## src/rtl/player_state_ctrl_pkg.sv

```systemverilog
// Shared game constants: player FSM state encoding and a saturating frame-counter helper.
package player_state_ctrl_pkg;

  localparam logic [1:0] PLAY     = 2'd0;
  localparam logic [1:0] HURT     = 2'd1;
  localparam logic [1:0] GAMEOVER = 2'd2;
  localparam logic [1:0] RESTART  = 2'd3;

  function automatic logic [7:0] sat_inc8(input logic [7:0] v);
    return (v == 8'hFF) ? v : v + 8'd1;
  endfunction

endpackage

```

## src/rtl/player_state_ctrl_vsync_edge.sv

```systemverilog
// Turns the level vsync from the VGA timing block into a one-clock frame tick.
module vsync_edge (
  input  logic clk,
  input  logic reset,
  input  logic vsync,
  output logic frame_tick
);

  logic r_prev_vsync;

  always_ff @(posedge clk) begin
    if (reset) r_prev_vsync <= 1'b0;
    else       r_prev_vsync <= vsync;
  end

  assign frame_tick = vsync & ~r_prev_vsync;

endmodule

```

## src/rtl/player_state_ctrl.sv

```systemverilog
// Player life-cycle FSM: post-hit blink/invincibility window, timed game-over screen and restart pulse.
// state    | meaning
// PLAY     | normal play, sprite shown, hits accepted
// HURT     | blink window after a hit, invincible
// GAMEOVER | game-over screen held for GameOverFrames frames
// RESTART  | one-cycle restart pulse, then back to PLAY
module player_state_ctrl
  import player_state_ctrl_pkg::*;
#(
  parameter logic [7:0] BlinkFrames    = 8'd60,
  parameter logic [7:0] BlinkHalf      = 8'd4,
  parameter logic [7:0] GameOverFrames = 8'd180
) (
  input  logic       clk,
  input  logic       reset,
  input  logic       vsync,
  input  logic       PlayerHurt,
  input  logic [1:0] playerLives,
  output logic       player_visible,
  output logic       invincible,
  output logic       game_over,
  output logic       game_restart
);

  logic [1:0] r_state, w_state_nxt;
  logic [7:0] r_cnt, w_cnt_nxt;
  logic [7:0] r_half, w_half_nxt;
  logic       r_blink_vis, w_blink_vis_nxt;
  logic       w_tick;
  logic [7:0] w_cnt_inc, w_half_inc;
  logic       w_vis_nxt, w_inv_nxt, w_go_nxt, w_rst_nxt;

  vsync_edge u_vsync_edge (
    .clk        (clk),
    .reset      (reset),
    .vsync      (vsync),
    .frame_tick (w_tick)
  );

  assign w_cnt_inc  = sat_inc8(r_cnt);
  assign w_half_inc = sat_inc8(r_half);

  always_ff @(posedge clk) begin
    if (reset) begin
      r_state        <= PLAY;
      r_cnt          <= 8'd0;
      r_half         <= 8'd0;
      r_blink_vis    <= 1'b0;
      player_visible <= 1'b1;
      invincible     <= 1'b0;
      game_over      <= 1'b0;
      game_restart   <= 1'b0;
    end else begin
      r_state        <= w_state_nxt;
      r_cnt          <= w_cnt_nxt;
      r_half         <= w_half_nxt;
      r_blink_vis    <= w_blink_vis_nxt;
      player_visible <= w_vis_nxt;
      invincible     <= w_inv_nxt;
      game_over      <= w_go_nxt;
      game_restart   <= w_rst_nxt;
    end
  end

  // Any state change reloads the counter with 0, even when a frame tick lands on the same cycle.
  always_comb begin
    w_state_nxt     = r_state;
    w_cnt_nxt       = r_cnt;
    w_half_nxt      = r_half;
    w_blink_vis_nxt = r_blink_vis;
    case (r_state)
      PLAY: begin
        w_cnt_nxt       = 8'd0;
        w_half_nxt      = 8'd0;
        w_blink_vis_nxt = 1'b0;
        if (PlayerHurt && playerLives >= 2'd2) w_state_nxt = HURT;
        else if (PlayerHurt || playerLives == 2'd0) w_state_nxt = GAMEOVER;
      end
      HURT: begin
        if (PlayerHurt && playerLives >= 2'd2) begin
          w_cnt_nxt       = 8'd0;
          w_half_nxt      = 8'd0;
          w_blink_vis_nxt = 1'b0;
        end else if (PlayerHurt) begin
          w_state_nxt = GAMEOVER;
          w_cnt_nxt   = 8'd0;
        end else if (w_tick) begin
          if (w_cnt_inc >= BlinkFrames) begin
            w_state_nxt = PLAY;
            w_cnt_nxt   = 8'd0;
          end else begin
            w_cnt_nxt = w_cnt_inc;
            if (w_half_inc >= BlinkHalf) begin
              w_half_nxt      = 8'd0;
              w_blink_vis_nxt = ~r_blink_vis;
            end else begin
              w_half_nxt = w_half_inc;
            end
          end
        end
      end
      GAMEOVER: begin
        if (w_tick) begin
          if (w_cnt_inc >= GameOverFrames) begin
            w_state_nxt = RESTART;
            w_cnt_nxt   = 8'd0;
          end else begin
            w_cnt_nxt = w_cnt_inc;
          end
        end
      end
      default: begin
        w_state_nxt = PLAY;
        w_cnt_nxt   = 8'd0;
      end
    endcase
  end

  // Outputs are decoded from the next state so the registered copies line up with r_state.
  always_comb begin
    w_vis_nxt = 1'b1;
    w_inv_nxt = 1'b0;
    w_go_nxt  = 1'b0;
    w_rst_nxt = 1'b0;
    case (w_state_nxt)
      HURT: begin
        w_vis_nxt = w_blink_vis_nxt;
        w_inv_nxt = 1'b1;
      end
      GAMEOVER: begin
        w_vis_nxt = 1'b0;
        w_inv_nxt = 1'b1;
        w_go_nxt  = 1'b1;
      end
      RESTART: begin
        w_vis_nxt = 1'b0;
        w_inv_nxt = 1'b1;
        w_rst_nxt = 1'b1;
      end
      default: ;
    endcase
  end

endmodule

```

## config.mk

```make
export PLATFORM = sky130hd
export DESIGN_NAME = player_state_ctrl
export DESIGN_NICKNAME = d
export VERILOG_FILES = /design/src/rtl/player_state_ctrl_pkg.sv /design/src/rtl/player_state_ctrl_vsync_edge.sv /design/src/rtl/player_state_ctrl.sv
export SDC_FILE = /design/constraint.sdc
export NUM_CORES = 1
export LEC_CHECK = 0
export CAP_MARGIN = 20
export CORE_MARGIN = 1.5
export CORE_UTILIZATION = 40
export CTS_CLUSTER_SIZE = 24
export DETAILED_ROUTE_END_ITERATION = 7
export SYNTH_ARGS = -nofsm -noshare
export SYNTH_HDL_FRONTEND = slang
export SYNTH_SLANG_ARGS = --single-unit
```

## constraint.sdc

```tcl
create_clock -name clk -period 5.2 [get_ports clk]
set_clock_uncertainty 0.15 [all_clocks]
set_input_delay 1.56 -clock clk [delete_from_list [all_inputs] [get_ports clk]]
set_output_delay 1.56 -clock clk [all_outputs]
set_load 0.02 [all_outputs]
```

==> flow_summary.yaml <==
placed_design:
  hpwl_mm: 2.376
  pre_cts_ws_ns: 1.165
  portBuffers: 9
  gp_congestion: 0.8650
  dp_cells: 223
yosys:
  syn_nets: 189
  syn-instance-count: 177
  yosysTopAreaCellShare_pct: 32.24
  syn_avg_cell_area_um2: 8.419
  synthFlopType: "dfxtp_1"
  synth_edf_count: 0
  netlist.top_cell.by_area: "dfxtp_1"
  postSynth.asyncResetShare_pct: 0
  syn_area_um2: 1490
  synth_area_leaders: "dfxtp_1, ha_1, nand2_1"
  ys_warn_count: 0
  seq_area_frac_synth_pct: 32.24
  synth_cell_types: 56
  ys_seq_elements: 24
cts:
  clkTransAtPathRegs_ns: 0.09
  cts_made_buffers: 3
  cts_setup_buffers: 0
  holdBufCountCts: 0
  cts_tree: "yes"
  ctsLongestPathBuffers: 2
  ctsHtreeMaxLevel: 1
  cts_resized: 0
  clock_latency_ns: 0.26
  clockRootBuffer: "clkbuf_8"
  cts.sinks: 24
status:
  status: "completed"
setup_path:
  cpMaxStageDelayCell: "clkdlybuf4s50_1"
  crit_type: "in -> reg"
  slowest_delay_ns: 0.49
  crit_fanout: 9
  required_ns: 5.23
  crit_chain: "clkdlybuf4s50_1, nor2b_1, nand2_1, a2111oi_2, and3_1, o21ai_0, a221oi_2"
  worstReg2RegEnd: "invincible"
  reg2reg_from: "r_cnt[0]"
  crit_arrival_ns: 3.81
  reg2regPathDepth: 8
  rrSetupSlack_ns: 2.24
  endpoint_kind: "flop"
  startpoint_type: "input port"
route:
  avgViaCountPerCell: 6.009
  drt-pass1-iter-count: 4
  dr_total_vias: 1364
  antenna_left: 0
  drt_iter0_drc: 148
  drc: 0
  wire_per_inst_um: 14.05
  wirelength_mm: 3.190
flow_run:
  drv_cap: 0
global_routing:
  grt_usage_pct: 17.42
  grt_max_degree: 17
  antenna_found_initial: 0
  grt_pass1_vias: 1304
  grt-ovfl-total: 0
  grt_pass1_wl_mm: 5.844
min_path:
  min_from: "r_blink_vis"
  worstHoldPathCells: 2
  min_to: "r_blink_vis"
  hold_class: "reg -> reg"
finish:
  n_antenna_cell: 0
  layout_common_cells: "dfxtp_1, nand2_1, nor2_1"
  area_growth_pct: 9.991
  final_common_cell: "dfxtp_1"
  nNetsFinal: 194
  drive_above_1_share_pct: 9.392
  final_cells: 227
  fillers: 361
timing:
  rsz0062_at_grt: "false"
  hold_viol_final: 0
  period_share_pct: 72.77
  min_period_ns: 3.784
  fmax_ghz: 0.2643
  slew_violations: 0
  whs_ns: 0.3483
  tightest_slew_ns: 0.6150
  setup_viol: 0
  tns_ns: 0
  timing.final.ws_setup_ns: 1.416
  max_slew_margin_pct: 58.87
floorplanning:
  core_area_um2: 3442
  fp-row-count: 21
  fp.dieW_um: 64.04
  start_util_pct: 43.29
  ios: 10
  fp.dieH_um: 64.04
  die_area_um2: 4100
power_and_ir_drop:
  pwr-share-seq_pct: 44.8
  p_sw_mw: 0.1146
  clkPwrFrac_pct: 36.3
  p_per_area_nw_per_um2: 272.7
  p_total_mw: 0.4469
  p_int_mw: 0.3324
  peakVddDrop_mv: 0.2269
  p_leak_nw: 0.6180
  comb_power_share_pct: 18.8
  swShare_pct: 25.64
[per-stage QoR]
stage                     cell area, um^2  util (%)
after detailed placement             1568     45.55
after global routing                 1639     47.62
after floorplan                      1490         -
after global placement               1568     45.55
after CTS                            1639     47.62
final                                1639     47.62
[kinds of logic after synthesis]
kind of cell,synth area share (%)
compound gates,29.39
flops,32.24
xor+xnor,0.5878
fa+ha+maj,5.038
simple gates,24.94
buf+inv,6.464
mux,1.343
[Yosys cell counts (3+ instances only)]
cell type / n
a21oi_1: 11
dfxtp_1: 24
and3_1: 5
o211ai_1: 3
and2_1: 8
nor2b_1: 4
nand2_1: 15
o22ai_1: 3
nor3_1: 3
nor4_1: 3
buf_6: 4
nand3_1: 4
a31oi_1: 3
o21ai_0: 10
nand4_1: 3
ha_1: 6
nor2_1: 14
inv_1: 6
[area by class of cell]
type,instances,area (um^2),area share [%]
multi-input combinational,137,913.4,55.73
sequential,24,480.5,29.31
timing repair buffer,9,90.09,5.496
tap,46,57.56,3.511
clock buffer,3,41.29,2.519
clock inverter,1,30.03,1.832
inverter,7,26.28,1.603
[flip-flops by register name (all words and copies together) (netlist names)]
signal	flops
r_half	8
r_cnt	8
r_blink_vis	1
invincible	1
u_vsync_edge.r_prev_vsync	1
game_restart	1
r_state	2
player_visible	1
game_over	1
[per-layer routing]
metal	track usage, %	vias to the layer above	part of all wire (%)
li1	-	678	-
met1	22.93	657	50
met2	29.56	23	46
met3	2.465	6	2.7
met4	4.891	0	1.7
met5	0	-	0
[worst max-delay path by stage]
stage / cells past startpoint / to / slack [ns] / start
floorplan: 7 / r_cnt[4] / 1.99 / vsync
global placement: 7 / r_cnt[4] / 1.29 / vsync
detailed placement: 7 / r_cnt[4] / 1.16 / vsync
CTS: 7 / r_cnt[4] / 1.44 / vsync
global route: 7 / r_cnt[4] / 1.21 / vsync
finish: 7 / r_cnt[4] / 1.42 / vsync
[power groups by stage]
| stage | registers (mW) | logic, mW | clock network [mW] |
|---|---|---|---|
| 2_1_floorplan | 0.212 | 0.0465 | 0 |
| 5_1_grt | 0.202 | 0.0948 | 0.175 |
| 3_5_place_dp | 0.205 | 0.0843 | 0 |
| 4_1_cts | 0.201 | 0.0852 | 0.165 |
| 6_report | 0.200 | 0.0842 | 0.162 |
| 3_3_place_gp | 0.205 | 0.0838 | 0 |
[worst max-delay path: cells and delay by family]
| kind | cells | cell delay [ns] |
|---|---|---|
| AO/OA/AOI/OAI | 3 | 0.86 |
| buffers and inverters | 1 | 0.49 |
| AND/OR/NAND/NOR | 3 | 0.89 |
(Power assumes the default switching activity.)
